==> src/rtl/serial_subtractor.sv <==
// Bit-serial subtractor: computes a - b one bit per clock, LSB first,
// through a single full-subtractor cell and a registered borrow.
// Results (diff, borrow_out, ovf) update only when the operation completes
// and are held until the next completed operation.
module serial_subtractor #(
  parameter int WIDTH = 8
) (
  input  logic             clk,
  input  logic             rst_n,
  input  logic             start,
  input  logic [WIDTH-1:0] a,
  input  logic [WIDTH-1:0] b,
  output logic             busy,
  output logic             done,
  output logic [WIDTH-1:0] diff,
  output logic             borrow_out,
  output logic             ovf
);

  localparam int CW = (WIDTH > 2) ? $clog2(WIDTH) : 1;
  localparam logic [CW-1:0] LAST = CW'(WIDTH - 1);

  typedef enum logic [1:0] {
    IDLE  = 2'd0,
    SHIFT = 2'd1,
    DONE  = 2'd2
  } state_t;

  state_t          state, state_nxt;
  logic [WIDTH-1:0] sa, sb, res;
  logic            brw;
  logic [CW-1:0]   cnt;

  // Full-subtractor cell on the current LSBs.
  logic d_bit, b_next, last_bit;
  assign d_bit    = sa[0] ^ sb[0] ^ brw;
  assign b_next   = (~sa[0] & sb[0]) | (~(sa[0] ^ sb[0]) & brw);
  assign last_bit = (cnt == LAST);

  // State register with asynchronous abort on reset.
  always_ff @(posedge clk or negedge rst_n) begin
    if (!rst_n) state <= IDLE;
    else        state <= state_nxt;
  end

  // Next-state logic; start is only honoured in IDLE.
  always_comb begin
    state_nxt = state;
    case (state)
      IDLE:    if (start) state_nxt = SHIFT;
      SHIFT:   if (last_bit) state_nxt = DONE;
      DONE:    state_nxt = IDLE;
      default: state_nxt = IDLE;
    endcase
  end

  assign busy = (state == SHIFT);
  assign done = (state == DONE);

  // Operand capture, serial shifting and result publication on the final bit.
  always_ff @(posedge clk or negedge rst_n) begin
    if (!rst_n) begin
      sa         <= '0;
      sb         <= '0;
      res        <= '0;
      brw        <= 1'b0;
      cnt        <= '0;
      diff       <= '0;
      borrow_out <= 1'b0;
      ovf        <= 1'b0;
    end else begin
      case (state)
        IDLE: begin
          if (start) begin
            sa  <= a;
            sb  <= b;
            brw <= 1'b0;
            cnt <= '0;
          end
        end
        SHIFT: begin
          sa  <= sa >> 1;
          sb  <= sb >> 1;
          res <= {d_bit, res[WIDTH-1:1]};
          brw <= b_next;
          cnt <= cnt + 1'b1;
          if (last_bit) begin
            // On the MSB step sa[0]/sb[0] are the captured sign bits.
            diff       <= {d_bit, res[WIDTH-1:1]};
            borrow_out <= b_next;
            ovf        <= (sa[0] != sb[0]) & (d_bit != sa[0]);
          end
        end
        default: ;
      endcase
    end
  end

endmodule
==> config.mk <==
export PLATFORM = sky130hd
export DESIGN_NAME = serial_subtractor
export DESIGN_NICKNAME = d
export VERILOG_FILES = /design/src/rtl/serial_subtractor.sv
export SDC_FILE = /design/constraint.sdc
export NUM_CORES = 1
export LEC_CHECK = 0
export CORE_MARGIN = 10
export CORE_UTILIZATION = 51
export DETAILED_ROUTE_END_ITERATION = 8
export MAX_ROUTING_LAYER = met4
export PLACE_DENSITY_LB_ADDON = 0.12
export SLEW_MARGIN = 15
export SYNTH_ARGS = -nofsm -noshare
export SYNTH_HDL_FRONTEND = slang
export SYNTH_SLANG_ARGS = --single-unit
==> constraint.sdc <==
create_clock -name clk -period 1.9 [get_ports clk]
set_input_delay 0.285 -clock clk [delete_from_list [all_inputs] [get_ports clk]]
set_output_delay 0.285 -clock clk [all_outputs]
set_load 0.05 [all_outputs]
==> results of run 1 <==
## sequential cells by signal (all words and copies together) (netlist names)
| register | flops |
|---|---|
| borrow_out | 1 |
| diff | 8 |
| res | 7 |
| ovf | 1 |
| sb | 8 |
| state | 2 |
| brw | 1 |
| cnt | 3 |
| sa | 8 |
## stage by stage
stage | instances | instance area, um^2
after floorplan | 156 | 1730
after global placement | 225 | 2060
after detailed placement | 225 | 2060
after CTS | 234 | 2140
after global routing | 234 | 2140
final | 234 | 2140
## cell type report
| cell class | instances | area, um^2 | area share, % |
|---|---|---|---|
| Multi-Input combinational cell | 101 | 666 | 31.1 |
| Sequential cell | 39 | 977 | 45.6 |
| Timing Repair Buffer | 35 | 355 | 16.6 |
| Inverter | 5 | 18.8 | 0.876 |
| Tap cell | 46 | 57.6 | 2.69 |
| Clock buffer | 8 | 68.8 | 3.21 |
## routing by layer
layer	track usage [%]	vias to the layer above	share of wire [%]
met1	14.9	652	43
met2	21.1	39	50
li1	-	614	-
met3	4.56	2	6.5
met5	-	-	0
met4	5.02	0	0.55
## cell usage after synthesis, types with 2 or more instances
cell / instances / area share [%]
sky130_fd_sc_hd__a22o_1: 3 / 1.5
sky130_fd_sc_hd__ha_1: 3 / 2.2
sky130_fd_sc_hd__a21oi_1: 15 / 4.3
sky130_fd_sc_hd__nor2_1: 5 / 1.1
sky130_fd_sc_hd__buf_6: 2 / 1.3
sky130_fd_sc_hd__inv_1: 4 / 0.87
sky130_fd_sc_hd__mux2_4: 5 / 4.3
sky130_fd_sc_hd__buf_2: 6 / 1.7
sky130_fd_sc_hd__nand2_1: 24 / 5.2
sky130_fd_sc_hd__buf_4: 2 / 0.87
sky130_fd_sc_hd__o22ai_1: 26 / 9.4
sky130_fd_sc_hd__dfrtp_1: 39 / 56
sky130_fd_sc_hd__nor2b_1: 2 / 0.72
sky130_fd_sc_hd__o21ai_0: 6 / 1.7
sky130_fd_sc_hd__mux2_2: 3 / 2.0
## worst paths after layout
| kind | to | cells after the start |
|---|---|---|
| max | diff[1] | 1 |
| max in group asynchronous | state[0]$_DFFE_PN0P_ | 3 |
| min | sa[7]$_DFFE_PN0P_ | 3 |
| min in group asynchronous | diff[5]$_DFFE_PN0P_ | 3 |
| min reg2reg | res[1]$_DFFE_PN0P_ | 2 |
| max reg2reg | ovf$_DFFE_PN0P_ | 4 |
## logic make-up (layout without fill, tap and decap cells)
kind of cell	count (synthesis)	in the layout	share of synthesized area, %
simple gates	36	36	10.3
xor+xnor	1	1	0.506
buf+inv	16	48	5.20
fa+ha+maj	4	4	3.32
compound gates	52	52	18.1
flops	39	39	56.4
mux	8	8	6.29
## report_power, final
group | internal, mW | leakage [nW] | total (mW) | switching [mW]
combinational | 0.731 | 0.463 | 1.72 | 0.984
sequential | 1.21 | 0.477 | 1.51 | 0.302
clock | 0.218 | 0.0386 | 0.483 | 0.265
total | 2.16 | 0.978 | 3.71 | 1.55
## repair_timing
item	in CTS	in global routing
resized for setup	0	1
hold buffers	1	0
endpoints found under the setup margin	0	1
hold endpoints to repair	39	0
buffers inserted	0	0
==> key figures, run 1 <==
Floorplanning
  – Die area: 6130 um^2
  – Die extent in x: 78.3 um
  – Number of rows created at floorplan: 21
  – Chip height: 78.3 um
  – I/O pins: 31
  – Area of the core: 3310 um^2
  – Initial Utilization: 52.3%

Power and ir drop
  – Total chip power: 3.71 mW
  – Worst IR Drop VDD: 700 uV
  – Lkg Pwr: 0.978 nW
  – Pwr dens: 1730 nW/um^2

Worst setup path
  – Critical path fanouts, max: 2
  – Largest delay share family, worst path: buffers and inverters
  – Combined buffer and inverter count along the critical path: 1
  – Critical-path cell list: clkdlybuf4s50_1
  – Arrival time at the worst endpoint: 1.53 ns
  – Worst-case register-to-register setup slack: 0.38 ns
  – Startpoint type of the worst setup path: flip-flop
  – Critical path's slowest cell: sky130_fd_sc_hd__clkdlybuf4s50_1
  – Req. time, crit path: 1.62 ns
  – Worst reg2reg path startpoint: sa[0]$_DFFE_PN0P_
  – Launching element of the worst setup path: diff[1]$_DFFE_PN0P_
  – Critical path class: flip-flop to output pin
  – Worst Setup End Kind: output pin
  – Max incr delay on CP: 0.81 ns

Synth
  – Share of synthesized area occupied by flip-flops and latches: 56.4%
  – Count of different cell masters after synthesis: 26
  – Mean area per synthesized cell: 11.1 um^2
  – Fraction of synthesis flops using an asynchronous set or reset pin: 100%
  – Number of warning messages in the yosys log: 0
  – Synthesized netlist net count: 179
  – Count of mapped cells out of synthesis: 156
  – Synthesis-stage register bit count: 39
  – Top_reg_cell synth: sky130_fd_sc_hd__dfrtp_1
  – Synthesized area: 1730 um^2
  – Number of enable-type register cells in the synthesized netlist: 0

Timing
  – F_max: 551 MHz
  – Remaining max-slew budget at the tightest pin: 65.2%
  – Final period util: 95.5%
  – Worst hold slack: 0.476 ns
  – Max Clock Skew: 0.00575 ns
  – Hold Fails Final Rpt: 0
  – Setup repair after global routing missed its margin: no
  – Period minus WS final: 1.82 ns
  – Slew at the pin closest to its max-slew limit: 0.522 ns
  – Final max-slew violation count: 0
  – Final-layout setup total negative slack: 0 ns
  – Smallest setup slack after layout: 0.0848 ns
  – Final setup violation count: 0

Global route
  – Global-route wire length before repair: 6.46 mm
  – Total overflow reported by the global router: 0
  – Total GRT Usage: 13.1%
  – Number of global-route vias before repair: 1,421
  – Maximum number of pins on one net before global-route repair: 40
  – Initial antenna violation count: 0

Clock network
  – Worst-path clk slew: 0.11 ns
  – Skew-Pair Late Insertion Delay: 0.34 ns
  – Number of sinks driven by the clock tree: 39
  – H-tree levels: 2
  – Max clock buf depth: 2
  – Buffer cell driving the clock tree root: sky130_fd_sc_hd__clkbuf_4
  – TritonCTS clock tree: built
  – CTS Buf Count: 5

Drt
  – Detailed-route DRC error count: 0
  – Total number of vias: 1,307
  – First-pass iteration count of the detailed router: 4
  – Total Wirelength: 3.66 mm
  – Wire length per cell: 15.6 um
  – Initial drt markers: 97
  – Vias per Instance: 5.59
  – Post-route antenna net violation count: 0

Run status
  – Outcome: finished, final reports clean

Layout
  – Layout-stage area growth over the synthesis result: 23.8%
  – Top library cells by usage in the layout, fill and taps aside: sky130_fd_sc_hd__dfrtp_1, sky130_fd_sc_hd__clkdlybuf4s50_1, sky130_fd_sc_hd__o22ai_1
  – Final core area utilization: 64.7%
  – Count of filler cells inserted in the layout: 286
  – Layout cells sized above 1: 14.9%
  – Nets: 210
  – Antenna diodes: 0
  – Most common library cell in the layout ignoring fill and taps: sky130_fd_sc_hd__dfrtp_1

Placed design
  – Buffers on Ports: 30
  – Final GP Congestion: 0.801
  – Dpl ws: 0.258 ns
  – Hpwl dp: 2.60 mm

Job
  – Number of max-cap violations: 0

Min path
  – Min-delay worst type: input pin to flip-flop
  – Hold path startpoint: a[7]
No activity file was read; power rests on OpenSTA's default activity.
==> inputs of run 2 (changes only) <==
Settings changed: ABC_CLOCK_PERIOD_IN_PS from default to 1900, PLACE_DENSITY from default to 0.78, PLACE_DENSITY_LB_ADDON 0.12 to default.
==> key figures, run 2 (synthesized netlist as in run 1, its figures left out) <==
Run status
  – Outcome: finished, final reports clean

Power and ir drop
  – Worst IR Drop VDD: 953 uV
  – Cell-internal power: 2.35 mW
  – Clock network fraction of total power: 17.5%
  – Fraction of power spent switching nets: 40.1%
  – Total chip power: 3.92 mW
  – Sequential share of power: 38.4%
  – Psw: 1.57 mW
  – Power share of the combinational group: 44.0%
  – Lkg Pwr: 0.997 nW
  – Pwr dens: 1800 nW/um^2

Timing
  – Final-layout setup total negative slack: 0 ns
  – Smallest setup slack after layout: 0.0646 ns
  – Final period util: 96.6%
  – Final setup violation count: 0
  – Setup repair after global routing missed its margin: no
  – Period minus WS final: 1.84 ns
  – Slew at the pin closest to its max-slew limit: 0.528 ns
  – Max Clock Skew: 0.00795 ns
  – F_max: 545 MHz
  – Hold Fails Final Rpt: 0
  – Final max-slew violation count: 0
  – Remaining max-slew budget at the tightest pin: 64.8%

Layout
  – Area of the multi-input gates: 666 um^2
  – Nets: 211
  – Antenna diodes: 0
  – Area taken by flip-flops and latches: 976 um^2
  – Layout cells sized above 1: 14.8%
  – Most common library cell in the layout ignoring fill and taps: sky130_fd_sc_hd__dfrtp_1
  – Top library cells by usage in the layout, fill and taps aside: sky130_fd_sc_hd__dfrtp_1, sky130_fd_sc_hd__clkdlybuf4s50_1, sky130_fd_sc_hd__o22ai_1
  – Layout-stage area growth over the synthesis result: 26.0%
  – Registers with the most flip-flops: diff x8, sa x8, sb x8
  – Count of filler cells inserted in the layout: 288

Floorplanning
  – I/O pins: 31
  – Initial Utilization: 52.3%
  – Number of rows created at floorplan: 21
  – Die area: 6130 um^2
  – Area of the core: 3310 um^2
  – Die extent in x: 78.3 um
  – Chip height: 78.3 um

Clock network
  – CTS Buf Count: 5
  – Worst-path clk slew: 0.12 ns
  – Number of sinks driven by the clock tree: 39
  – Post-CTS resize count: 0
  – Buffer cell driving the clock tree root: sky130_fd_sc_hd__clkbuf_4
  – H-tree levels: 2
  – TritonCTS clock tree: built
  – Skew-Pair Late Insertion Delay: 0.36 ns
  – Max clock buf depth: 2

Placed design
  – Final GP Congestion: 0.857
  – Buffers on Ports: 30
  – Hpwl dp: 2.68 mm
  – Dpl ws: 0.309 ns

Global route
  – Initial antenna violation count: 0
  – Number of global-route vias before repair: 1,376
  – Maximum number of pins on one net before global-route repair: 26
  – Total overflow reported by the global router: 0
  – Total GRT Usage: 12.6%
  – Global-route wire length before repair: 6.11 mm

Worst setup path
  – Combined buffer and inverter count along the critical path: 1
  – Critical path class: flip-flop to output pin
  – Max incr delay on CP: 0.81 ns
  – Startpoint type of the worst setup path: flip-flop
  – Depth of the critical timing path with buffers and inverters included: 1
  – Depth of the worst register-to-register path: 4
  – Critical-path cell list: clkdlybuf4s50_1
  – Critical path fanouts, max: 2
  – Worst Setup End Kind: output pin
  – Largest delay share family, worst path: buffers and inverters
  – Arrival time at the worst endpoint: 1.55 ns
  – Req. time, crit path: 1.62 ns
  – Critical path's slowest cell: sky130_fd_sc_hd__clkdlybuf4s50_1

Drt
  – Initial drt markers: 89
  – Wire length per cell: 15.5 um
  – Vias per Instance: 5.49
  – First-pass iteration count of the detailed router: 4
  – Detailed-route DRC error count: 0
  – Post-route antenna net violation count: 0
  – Total Wirelength: 3.64 mm
  – Total number of vias: 1,289

Job
  – Number of max-cap violations: 0

Min path
  – Min-delay worst type: input pin to asynchronous set/reset pin
run 2: changes by cell type in the layout (fill, tap and decap cells not counted), sizes merged:
cell    before  now
bufinv       0    2
clkbuf       8    6
buf          7    8
run 2: power groups by stage:
stage | clock [mW] | combinational [mW] | sequential, mW
finish | 0.688 | 1.73 | 1.51
global route | 0.728 | 1.88 | 1.56
CTS | 0.697 | 1.75 | 1.51
detailed placement | 0 | 1.75 | 1.52
global placement | 0 | 1.67 | 1.50
floorplan | 0 | 0.981 | 1.75
run 2: cell type report:
type | count | share of cell area [%]
Clock buffer | 6 | 1.89
Timing Repair Buffer | 36 | 16.6
Tap cell | 46 | 2.64
Inverter | 5 | 0.860
Sequential cell | 39 | 44.7
Multi-Input combinational cell | 101 | 30.5
Clock inverter | 2 | 2.75
run 2: path summary, 6_finish.rpt:
| check | startpoint | endpoint | slack, ns |
|---|---|---|---|
| min in group clk | b[7] | sb[7]$_DFFE_PN0P_ | 0.47 |
| hold / removal | rst_n | res[7]$_DFFE_PN0P_ | 0.42 |
| max in group asynchronous | rst_n | sb[6]$_DFFE_PN0P_ | 0.95 |
| hold reg to reg | diff[7]$_DFFE_PN0P_ | diff[7]$_DFFE_PN0P_ | 0.50 |
| setup reg to reg | sa[0]$_DFFE_PN0P_ | ovf$_DFFE_PN0P_ | 0.36 |
| setup / recovery | diff[4]$_DFFE_PN0P_ | diff[4] | 0.06 |
run 2: routing by layer:
metal | share of wire [%] | global-route usage [%] | up-vias
met5 | 0 | - | -
met4 | 2.1 | 6.09 | 0
met3 | 5.5 | 4.21 | 7
met2 | 49 | 20.2 | 40
met1 | 44 | 13.9 | 621
li1 | - | - | 621
run 2: repair_timing:
item                                   in CTS  in global routing
endpoints found under the hold margin      23                  0
hold buffers                                1                  0
setup endpoints to repair                   0                  0
setup buffers                               0                  0
run 2: metrics by stage:
step / cell area, um^2 / cells / util, % / hold WS (ns)
floorplan: 1730 / 156 / - / -0.0106
global placement: 2070 / 226 / 62.5 / 0.294
detailed placement: 2070 / 226 / 62.5 / 0.298
CTS: 2180 / 235 / 65.9 / 0.446
global route: 2180 / 235 / 65.9 / 0.496
finish: 2180 / 235 / 65.9 / 0.425
==> inputs of run 3 (changes only) <==
Settings changed: CORE_ASPECT_RATIO from default to 2, GPL_TIMING_DRIVEN from default to 0.
==> key figures, run 3 (synthesized netlist as in run 1, its figures left out) <==
Worst setup path
  – Startpoint type of the worst setup path: flip-flop
  – Critical path class: flip-flop to output pin
  – Arrival time at the worst endpoint: 1.53 ns
  – Worst Setup End Kind: output pin
  – Req. time, crit path: 1.62 ns
  – Critical path fanouts, max: 10

Placed design
  – Cell area after placement: 2080 um^2
  – Final GP Congestion: 0.898
  – Buffers on Ports: 29
  – Hpwl dp: 2.92 mm
  – Cell Count Post-Placement: 217
  – Dpl ws: -0.167 ns

Global route
  – Initial antenna violation count: 0
  – Number of global-route vias before repair: 1,423
  – Total overflow reported by the global router: 0
  – Global-route wire length before repair: 6.47 mm
  – Total GRT Usage: 13.8%
  – Maximum number of pins on one net before global-route repair: 30

Drt
  – Initial drt markers: 37
  – Wire length per cell: 17.1 um
  – Total number of vias: 1,359
  – Vias per Instance: 6.01
  – Total Wirelength: 3.86 mm
  – Detailed-route DRC error count: 0
  – First-pass iteration count of the detailed router: 4
  – Post-route antenna net violation count: 0

Timing
  – Worst hold slack: 0.412 ns
  – Final setup violation count: 0
  – Final period util: 95.7%
  – Remaining max-slew budget at the tightest pin: 66.4%
  – F_max: 550 MHz
  – Slew at the pin closest to its max-slew limit: 0.502 ns
  – Period minus WS final: 1.82 ns
  – Hold Fails Final Rpt: 0
  – Max Clock Skew: 0.00396 ns
  – Setup repair after global routing missed its margin: no
  – Final-layout setup total negative slack: 0 ns
  – Smallest setup slack after layout: 0.0816 ns
  – Final max-slew violation count: 0

Clock network
  – Number of sinks driven by the clock tree: 39
  – TritonCTS clock tree: built
  – Buffer cell driving the clock tree root: sky130_fd_sc_hd__clkbuf_8
  – H-tree levels: 2
  – # Post-CTS Setup Buffers: 0
  – Skew-Pair Late Insertion Delay: 0.28 ns
  – CTS Buf Count: 5
  – Max clock buf depth: 2
  – Worst-path clk slew: 0.07 ns

Power and ir drop
  – Total chip power: 3.86 mW
  – Lkg Pwr: 1.02 nW
  – Pwr dens: 1770 nW/um^2
  – Worst IR Drop VDD: 975 uV

Layout
  – Layout cells sized above 1: 17.9%
  – Area of all placed cells without fillers: 2180 um^2
  – Most common library cell in the layout ignoring fill and taps: sky130_fd_sc_hd__dfrtp_1
  – Post-layout instance count excluding filler cells: 226
  – Antenna diodes: 0
  – Top library cells by usage in the layout, fill and taps aside: sky130_fd_sc_hd__dfrtp_1, sky130_fd_sc_hd__o22ai_1, sky130_fd_sc_hd__clkdlybuf4s50_1
  – Final core area utilization: 67.6%
  – Registers with the most flip-flops: diff x8, sa x8, sb x8
  – Nets: 217
  – Layout-stage area growth over the synthesis result: 26.2%

Min path
  – Min-delay worst type: input pin to asynchronous set/reset pin

Floorplanning
  – Chip height: 102 um
  – Area of the core: 3230 um^2
  – Die area: 6270 um^2
  – Die extent in x: 61.2 um
  – I/O pins: 31
  – Number of rows created at floorplan: 29
  – Initial Utilization: 53.6%

Run status
  – Outcome: finished, final reports clean

Job
  – Number of max-cap violations: 0
run 3: power breakdown:
group / leakage (nW) / total, mW / internal, mW / switching (mW)
Clock: 0.0515 / 0.588 / 0.331 / 0.257
Combinational: 0.489 / 1.80 / 0.746 / 1.05
Sequential: 0.477 / 1.48 / 1.21 / 0.267
Total: 1.02 / 3.86 / 2.29 / 1.58
run 3: final timing paths:
kind	cells after the start	end	from	slack (ns)
setup / recovery	5	busy	state[1]$_DFFE_PN0P_	0.08
hold / removal	2	diff[3]$_DFFE_PN0P_	rst_n	0.41
setup reg to reg	5	diff[6]$_DFFE_PN0P_	cnt[0]$_DFFE_PN0P_	0.36
hold reg to reg	1	cnt[0]$_DFFE_PN0P_	cnt[0]$_DFFE_PN0P_	0.48
max in group asynchronous	3	sa[2]$_DFFE_PN0P_	rst_n	1.06
min in group clk	3	sb[3]$_DFFE_PN0P_	start	0.46
run 3: what timing repair did:
action,4_1_cts,5_1_grt
hold buffers,1,0
cloned,0,0
setup endpoints to repair,2,2
gates resized for setup,9,4
endpoints found under the hold margin,10,0
run 3: layout make-up:
class                           instances  area [um^2]
Buffer                                 11         73.8
Clock buffer                            8          100
Fill cell                             255         1040
Inverter                                5         22.5
Multi-Input combinational cell        101          666
Sequential cell                        39          976
Tap cell                               31         38.8
Timing Repair Buffer                   31          308
run 3: critical path, cell delays in order, from the launching register on:
cell,delay (ns)
sky130_fd_sc_hd__dfrtp_1,0.38
sky130_fd_sc_hd__buf_4,0.17
sky130_fd_sc_hd__nand2b_4,0.17
sky130_fd_sc_hd__inv_2,0.05
sky130_fd_sc_hd__buf_2,0.21
sky130_fd_sc_hd__clkbuf_4,0.27
run 3: routing by layer:
layer,up-vias,global-route usage (%),share of wire (%)
met5,-,-,0
met1,669,14.7,39
met2,47,23.0,53
li1,635,-,-
met4,0,6.02,2.4
met3,8,3.48,5.9
